$ cat src/rtl/delay_line_server_if.sv
// delay_line_server_if - request/response, sample-write and memory-port bundle for delay_line_server
//   req/req_data/req_handle   arbitrated read request (client -> server)
//   server_data/server_ready  read result and one-cycle done pulse (server -> client)
//   wr_valid/wr_handle/wr_data  sample-path write (client -> server)
//   mem_addr/mem_rd_en/mem_wr_en/mem_wdata  registered memory port (server -> memory)
//   mem_rdata                 memory read data (memory -> server)
//   proto_err                 sticky protocol error flag (server -> client)
interface delay_line_server_if #(
    parameter int REQ_DATA_WIDTH    = 16,
    parameter int HANDLE_WIDTH      = 3,
    parameter int SERVER_DATA_WIDTH = 16,
    parameter int REGION_WIDTH      = 10
);
    logic                                 req;
    logic [REQ_DATA_WIDTH-1:0]            req_data;
    logic [HANDLE_WIDTH-1:0]              req_handle;
    logic [SERVER_DATA_WIDTH-1:0]         server_data;
    logic                                 server_ready;
    logic                                 wr_valid;
    logic [HANDLE_WIDTH-1:0]              wr_handle;
    logic [SERVER_DATA_WIDTH-1:0]         wr_data;
    logic [HANDLE_WIDTH+REGION_WIDTH-1:0] mem_addr;
    logic                                 mem_rd_en;
    logic                                 mem_wr_en;
    logic [SERVER_DATA_WIDTH-1:0]         mem_wdata;
    logic [SERVER_DATA_WIDTH-1:0]         mem_rdata;
    logic                                 proto_err;

    modport slave (
        input  req, req_data, req_handle, wr_valid, wr_handle, wr_data, mem_rdata,
        output server_data, server_ready, mem_addr, mem_rd_en, mem_wr_en, mem_wdata, proto_err
    );

    modport master (
        output req, req_data, req_handle, wr_valid, wr_handle, wr_data, mem_rdata,
        input  server_data, server_ready, mem_addr, mem_rd_en, mem_wr_en, mem_wdata, proto_err
    );
endinterface

$ cat src/rtl/delay_line_server.sv
// delay_line_server - serves one delay-line read per request from a shared single-port memory
//   clk    clock
//   reset  synchronous, active-high reset
//   bus    delay_line_server_if.slave: request/response, sample writes, memory port, proto_err
module delay_line_server #(
    parameter int REQ_DATA_WIDTH    = 16,
    parameter int HANDLE_WIDTH      = 3,
    parameter int SERVER_DATA_WIDTH = 16,
    parameter int REGION_WIDTH      = 10,
    parameter int MEM_LATENCY       = 1
) (
    input  logic                 clk,
    input  logic                 reset,
    delay_line_server_if.slave   bus
);
    localparam int NUM_HANDLES = 2 ** HANDLE_WIDTH;
    localparam int MAX_OFFSET  = 2 ** REGION_WIDTH - 1;
    localparam int CNT_WIDTH   = (MEM_LATENCY < 2) ? 1 : $clog2(MEM_LATENCY + 1);
    localparam int ADDR_WIDTH  = HANDLE_WIDTH + REGION_WIDTH;

    typedef enum logic [1:0] {IDLE, ISSUE, WAIT} state_t;

    state_t                         state_q, state_d;
    logic [REGION_WIDTH-1:0]        wp_q [NUM_HANDLES];
    logic [REGION_WIDTH-1:0]        wp_d [NUM_HANDLES];
    logic [REQ_DATA_WIDTH-1:0]      off_q, off_d;
    logic [HANDLE_WIDTH-1:0]        hdl_q, hdl_d;
    logic [CNT_WIDTH-1:0]           cnt_q, cnt_d;
    logic [SERVER_DATA_WIDTH-1:0]   srv_data_q, srv_data_d;
    logic                           srv_ready_q, srv_ready_d;
    logic [ADDR_WIDTH-1:0]          addr_q, addr_d;
    logic                           rd_en_q, rd_en_d;
    logic                           wr_en_q, wr_en_d;
    logic [SERVER_DATA_WIDTH-1:0]   wdata_q, wdata_d;
    logic                           perr_q, perr_d;

    // Offsets beyond the region are clamped to the oldest sample before truncation.
    logic [REGION_WIDTH-1:0]        off_clamp;
    logic [REGION_WIDTH-1:0]        rd_ptr;

    always_comb begin
        if (off_q > REQ_DATA_WIDTH'(MAX_OFFSET)) begin
            off_clamp = REGION_WIDTH'(MAX_OFFSET);
        end else begin
            off_clamp = off_q[REGION_WIDTH-1:0];
        end
        // wp points at the next free slot, so the newest sample sits at wp-1.
        rd_ptr = wp_q[hdl_q] - REGION_WIDTH'(1) - off_clamp;
    end

    always_ff @(posedge clk) begin
        if (reset) begin
            state_q <= IDLE;
        end else begin
            state_q <= state_d;
        end
    end

    always_comb begin
        state_d = state_q;
        case (state_q)
            IDLE:    if (bus.req)                          state_d = ISSUE;
            ISSUE:   if (!bus.wr_valid)                    state_d = WAIT;
            WAIT:    if (cnt_q == CNT_WIDTH'(MEM_LATENCY)) state_d = IDLE;
            default:                                       state_d = IDLE;
        endcase
    end

    always_comb begin
        srv_data_d  = srv_data_q;
        srv_ready_d = 1'b0;
        rd_en_d     = 1'b0;
        wr_en_d     = 1'b0;
        addr_d      = addr_q;
        wdata_d     = wdata_q;
        perr_d      = perr_q | (bus.req && (state_q != IDLE));
        off_d       = off_q;
        hdl_d       = hdl_q;
        cnt_d       = cnt_q;
        wp_d        = wp_q;

        // The sample path owns the memory port whenever it writes; reads slip behind it.
        if (bus.wr_valid) begin
            wr_en_d                = 1'b1;
            addr_d                 = {bus.wr_handle, wp_q[bus.wr_handle]};
            wdata_d                = bus.wr_data;
            wp_d[bus.wr_handle]    = wp_q[bus.wr_handle] + REGION_WIDTH'(1);
        end

        case (state_q)
            IDLE: begin
                if (bus.req) begin
                    off_d = bus.req_data;
                    hdl_d = bus.req_handle;
                end
            end
            ISSUE: begin
                if (!bus.wr_valid) begin
                    rd_en_d = 1'b1;
                    addr_d  = {hdl_q, rd_ptr};
                    cnt_d   = '0;
                end
            end
            WAIT: begin
                // cnt counts WAIT edges; MEM_LATENCY+1 edges after the read strobe the data is valid.
                if (cnt_q == CNT_WIDTH'(MEM_LATENCY)) begin
                    srv_data_d  = bus.mem_rdata;
                    srv_ready_d = 1'b1;
                end else begin
                    cnt_d = cnt_q + CNT_WIDTH'(1);
                end
            end
            default: ;
        endcase
    end

    always_ff @(posedge clk) begin
        if (reset) begin
            for (int h = 0; h < NUM_HANDLES; h++) begin
                wp_q[h] <= '0;
            end
            off_q       <= '0;
            hdl_q       <= '0;
            cnt_q       <= '0;
            srv_data_q  <= '0;
            srv_ready_q <= 1'b0;
            addr_q      <= '0;
            rd_en_q     <= 1'b0;
            wr_en_q     <= 1'b0;
            wdata_q     <= '0;
            perr_q      <= 1'b0;
        end else begin
            wp_q        <= wp_d;
            off_q       <= off_d;
            hdl_q       <= hdl_d;
            cnt_q       <= cnt_d;
            srv_data_q  <= srv_data_d;
            srv_ready_q <= srv_ready_d;
            addr_q      <= addr_d;
            rd_en_q     <= rd_en_d;
            wr_en_q     <= wr_en_d;
            wdata_q     <= wdata_d;
            perr_q      <= perr_d;
        end
    end

    assign bus.server_data  = srv_data_q;
    assign bus.server_ready = srv_ready_q;
    assign bus.mem_addr     = addr_q;
    assign bus.mem_rd_en    = rd_en_q;
    assign bus.mem_wr_en    = wr_en_q;
    assign bus.mem_wdata    = wdata_q;
    assign bus.proto_err    = perr_q;
endmodule

$ cat src/flat_wrapper.sv
// flat-port wrapper written by rule: the top's interface ports become plain ports
module delay_line_server_flat 
#(
    parameter int REQ_DATA_WIDTH    = 16,
    parameter int HANDLE_WIDTH      = 3,
    parameter int SERVER_DATA_WIDTH = 16,
    parameter int REGION_WIDTH      = 10,
    parameter int MEM_LATENCY       = 1
)
  (clk, reset, bus_req, bus_req_data, bus_req_handle, bus_wr_valid, bus_wr_handle, bus_wr_data, bus_mem_rdata, bus_server_data, bus_server_ready, bus_mem_addr, bus_mem_rd_en, bus_mem_wr_en, bus_mem_wdata, bus_proto_err);
  delay_line_server_if #(.REQ_DATA_WIDTH(REQ_DATA_WIDTH), .HANDLE_WIDTH(HANDLE_WIDTH), .SERVER_DATA_WIDTH(SERVER_DATA_WIDTH), .REGION_WIDTH(REGION_WIDTH)) bus_i ();
  input  logic clk;
  input  logic reset;
  input wire logic [$bits(bus_i.req)-1:0] bus_req;
  input wire logic [$bits(bus_i.req_data)-1:0] bus_req_data;
  input wire logic [$bits(bus_i.req_handle)-1:0] bus_req_handle;
  input wire logic [$bits(bus_i.wr_valid)-1:0] bus_wr_valid;
  input wire logic [$bits(bus_i.wr_handle)-1:0] bus_wr_handle;
  input wire logic [$bits(bus_i.wr_data)-1:0] bus_wr_data;
  input wire logic [$bits(bus_i.mem_rdata)-1:0] bus_mem_rdata;
  output wire logic [$bits(bus_i.server_data)-1:0] bus_server_data;
  output wire logic [$bits(bus_i.server_ready)-1:0] bus_server_ready;
  output wire logic [$bits(bus_i.mem_addr)-1:0] bus_mem_addr;
  output wire logic [$bits(bus_i.mem_rd_en)-1:0] bus_mem_rd_en;
  output wire logic [$bits(bus_i.mem_wr_en)-1:0] bus_mem_wr_en;
  output wire logic [$bits(bus_i.mem_wdata)-1:0] bus_mem_wdata;
  output wire logic [$bits(bus_i.proto_err)-1:0] bus_proto_err;
  assign bus_i.req = bus_req;
  assign bus_i.req_data = bus_req_data;
  assign bus_i.req_handle = bus_req_handle;
  assign bus_i.wr_valid = bus_wr_valid;
  assign bus_i.wr_handle = bus_wr_handle;
  assign bus_i.wr_data = bus_wr_data;
  assign bus_i.mem_rdata = bus_mem_rdata;
  assign bus_server_data = bus_i.server_data;
  assign bus_server_ready = bus_i.server_ready;
  assign bus_mem_addr = bus_i.mem_addr;
  assign bus_mem_rd_en = bus_i.mem_rd_en;
  assign bus_mem_wr_en = bus_i.mem_wr_en;
  assign bus_mem_wdata = bus_i.mem_wdata;
  assign bus_proto_err = bus_i.proto_err;
  delay_line_server #(.REQ_DATA_WIDTH(REQ_DATA_WIDTH), .HANDLE_WIDTH(HANDLE_WIDTH), .SERVER_DATA_WIDTH(SERVER_DATA_WIDTH), .REGION_WIDTH(REGION_WIDTH), .MEM_LATENCY(MEM_LATENCY)) u_core (.clk(clk), .reset(reset), .bus(bus_i));
endmodule
$ cat config.mk
export PLATFORM = sky130hd
export DESIGN_NAME = delay_line_server_flat
export DESIGN_NICKNAME = d
export VERILOG_FILES = /design/src/rtl/delay_line_server_if.sv /design/src/rtl/delay_line_server.sv /design/src/flat_wrapper.sv
export SDC_FILE = /design/constraint.sdc
export NUM_CORES = 1
export LEC_CHECK = 0
export ABC_CLOCK_PERIOD_IN_PS = 10600
export BUFFER_PORTS_ARGS = -buffer_cell sky130_fd_sc_hd__buf_2
export CORE_MARGIN = 3
export CORE_UTILIZATION = 55
export DETAILED_ROUTE_END_ITERATION = 7
export PLACE_DENSITY = 0.76
export SYNTH_ARGS = -nofsm -noshare
export SYNTH_HDL_FRONTEND = slang
export SYNTH_SLANG_ARGS = --single-unit
$ cat constraint.sdc
create_clock -name clk -period 10.6 [get_ports clk]
set_input_delay 0 -clock clk [delete_from_list [all_inputs] [get_ports clk]]
set_output_delay 0 -clock clk [all_outputs]
set_load 0.01 [all_outputs]
==> impl_metrics.toml <==
[sta]
rsz0062_at_grt = "false"
setup_viol_count_final = 0
report.final.slew_viol_count = 0
min_period_over_period_pct = 32.9
hold_viol_final = 0
clock.fmax_mhz = 287
max_slew_margin_pct = 20.3
finClkSkew_ns = 0.00970
tns_ns = 0
layout_min_cycle_time_ns = 3.49
worst_pin_slew_ns = 1.19

[clocking]
clock-sinks = 151
cts-resized-gates = 0
ctsLongestPathBuffers = 2
cts_tree = "built"
worstSkewPairLatency_ns = 0.43
cts_max_level = 4
clockRootBuffer = "clkbuf_16"
cts_setup_buffers = 0
cts_buffers = 17
cts.clk_slew.worst_paths_ns = 0.07

[drt]
drt_first_pass_iters = 5
wl_per_cell_um = 18.6
num_vias = 6713
drc_errors = 0
totalWireLength_um = 21100
drt-initial-drc-count = 629
antenna_left = 0
routed_via_density = 5.92

[logic_synthesis]
synth_cells = 828
synthTopCellsByCount = "nand2_1 (189), dfxtp_1 (151), a21oi_1 (103), nor2_1 (68), clkbuf_1 (44)"
ys_ff_latch = 151
synth.most_common_cell = "nand2_1"
yosysUniqueCellTypes = 53
synth.net_count = 897
yosysWarnings = 0
yosysSeqAreaShare_pct = 40.5
synth_top_cell_by_area = "dfxtp_1"
ys.flop_type = "dfxtp_1"
yosysTopAreaCellShare_pct = 40.5
netlist_area_um2 = 7460
synth_area_leaders = "dfxtp_1 (40%), mux4_2 (11%), nand2_1 (9.5%)"
syn_area_per_cell_um2 = 9.02
synth_async_sr_flop_share_pct = 0
synth_edf_count = 0

[setup_path]
critPathKind = "reg2reg"
rrSetupSlack_ns = 7.11
cp_cell_sequence = "buf_4 > mux4_2 > mux2_2 > ha_1 > inv_1 > fa_1 > nor2b_1 > o21ai_0 > nand2b_1 > a311oi_1 > a21oi_1 > xor2_1 > a211o_1"
r2r-end = "u_core.bus.mem_addr[8]"
cp.required_ns = 10.91
cp.arrival_ns = 3.80
rr_worst_depth = 13
slowest_stage = "mux4_2"
reg2reg_from = "u_core.hdl_q[0]"
crit_path_end_kind = "flop"
worst_path_largest_cell_delay_ns = 0.56
worstPathMaxFanout = 22
cp-start-kind = "flop"

[final_layout]
nets = 1017
fin_cells = 1134
post_route_cells_drive_above_1_share_pct = 21.3
area_growth_pct = 21.4

[power]
leakagePower_nw = 3.61
peakVddDrop_mv = 0.107
power_density_nw_per_um2 = 146

[global_routing]
grt_max_degree = 106
grt.busiest_layer = "met2"
grt_use_met1_pct = 36.5
grt_pass1_wl_um = 33100
antenna_found_initial = 1
overflow = 0
grtUsageMet2_pct = 46.6
grtUsageTotal_pct = 28.5
grt_pass1_vias = 6315
use_met3_pct = 7.51

[floorplan]
start_util_pct = 57.7
core_area_um2 = 12900
rows = 41
die_area_um2 = 15000
die_w_um = 123
die_y_um = 123
io_pins = 107

[place]
dp_cells = 1049
dp_hpwl_um = 12400
place.port_buffers = 106
place_congestion = 0.856

[outcome]
run_status = "completed"

[min_path]
worstHoldStart = "reset"
worst_hold_path_type = "in2reg"
worstHoldEndpoint = "u_core.bus.mem_wdata[12]"
whs_path_depth = 2

[job]
cap_violations = 0
==> area by class of cell <==
type	instances	area [um^2]
sequential	151	3020
antenna	1	2.50
tap	172	215
fill	979	3860
clock buffer	20	457
inverter	6	22.5
multi-input combinational	611	4150
timing repair buffer	161	1080
clock inverter	12	118
==> how the worst max path moves through the flow <==
| stage | start | to | slack (ns) | cells past startpoint |
|---|---|---|---|---|
| global route | u_core.hdl_q[0] | u_core.bus.mem_addr[8] | 6.91 | 13 |
| detailed placement | u_core.hdl_q[0] | u_core.bus.mem_addr[8] | 7.19 | 13 |
| CTS | u_core.hdl_q[0] | u_core.bus.mem_addr[8] | 7.18 | 13 |
| global placement | u_core.hdl_q[0] | u_core.bus.mem_addr[8] | 7.23 | 13 |
| finish | u_core.hdl_q[0] | u_core.bus.mem_addr[8] | 7.11 | 13 |
| floorplan | u_core.hdl_q[1] | u_core.bus.mem_addr[8] | 7.09 | 14 |
==> flip-flops by register name, indices dropped and copies added (netlist names), named ones only <==
name	flops
u_core.bus.mem_addr	10
u_core.bus.mem_rd_en	1
u_core.bus.mem_wdata	16
u_core.bus.mem_wr_en	1
u_core.bus.proto_err	1
u_core.bus.server_data	16
u_core.bus.server_ready	1
u_core.cnt_q	1
u_core.hdl_q	3
u_core.off_q	16
u_core.state_q	2
u_core.wp_q	80
==> through the flow <==
step | util, % | power, mW | setup WS [ns] | area (um^2) | hold WS [ns]
global placement | 61.6 | 0.726 | 7.23 | 7970 | 0.233
CTS | 70.1 | 1.32 | 7.18 | 9060 | 0.0531
global route | 70.1 | 1.37 | 6.91 | 9060 | 0.0832
detailed placement | 61.6 | 0.728 | 7.19 | 7970 | 0.247
finish | 70.1 | 1.32 | 7.11 | 9060 | 0.0599
floorplan | - | 0.691 | 7.09 | 7460 | 0.0903
==> cell families after synthesis <==
logic type,share of synthesized area (%)
flops,40.5
xor+xnor,1.41
buf+inv,3.91
mux,19.1
fa+ha+maj,1.94
simple gates,21.3
compound gates,11.9
==> critical path: cells and delay by family, from the launching register on <==
| kind | cells | cell delay, ns |
|---|---|---|
| buffers and inverters | 2 | 0.42 |
| adder cells (fa/ha/maj) | 2 | 0.37 |
| XOR/XNOR | 1 | 0.15 |
| AO/OA/AOI/OAI | 4 | 1.05 |
| flip-flops | 1 | 0.31 |
| multiplexers | 2 | 0.85 |
| AND/OR/NAND/NOR | 2 | 0.20 |
==> power breakdown <==
part | internal (mW) | switching [mW]
logic | 0.0612 | 0.0833
registers | 0.581 | 0.00999
clock network | 0.338 | 0.249
total | 0.981 | 0.342
==> what timing repair did <==
action	4_1_cts	5_1_grt
hold buffers	52	0
setup endpoints to repair	0	0
hold endpoints to repair	53	0
==> layout by cell type (no fill, tap or decap), drive strengths merged, types with 3 or more instances in the layout <==
master         n
dlygate4sd3   52
nor4          10
nand2        189
mux4          40
xnor2          8
mux2i         37
nor3          15
inv           10
nor2          68
clkbuf        20
nor2b         14
or3b          14
clkinv         3
nand3b         5
nand2b         6
mux2          11
a21oi        104
ha            10
a221oi         4
a211o          7
nor3b          6
xor2           4
clkinvlp       4
a211oi         7
a221o          3
buf          109
o21ai          9
o21a           9
dfxtp        151
nand3          9
and2           6
==> metal layers <==
metal  wire length (um)  vias up
met2              10400      319
li1                   -     3149
met3               1680       47
met5                  0        -
met4                621        0
met1               8410     3198
No activity file was read; power rests on OpenSTA's default activity.
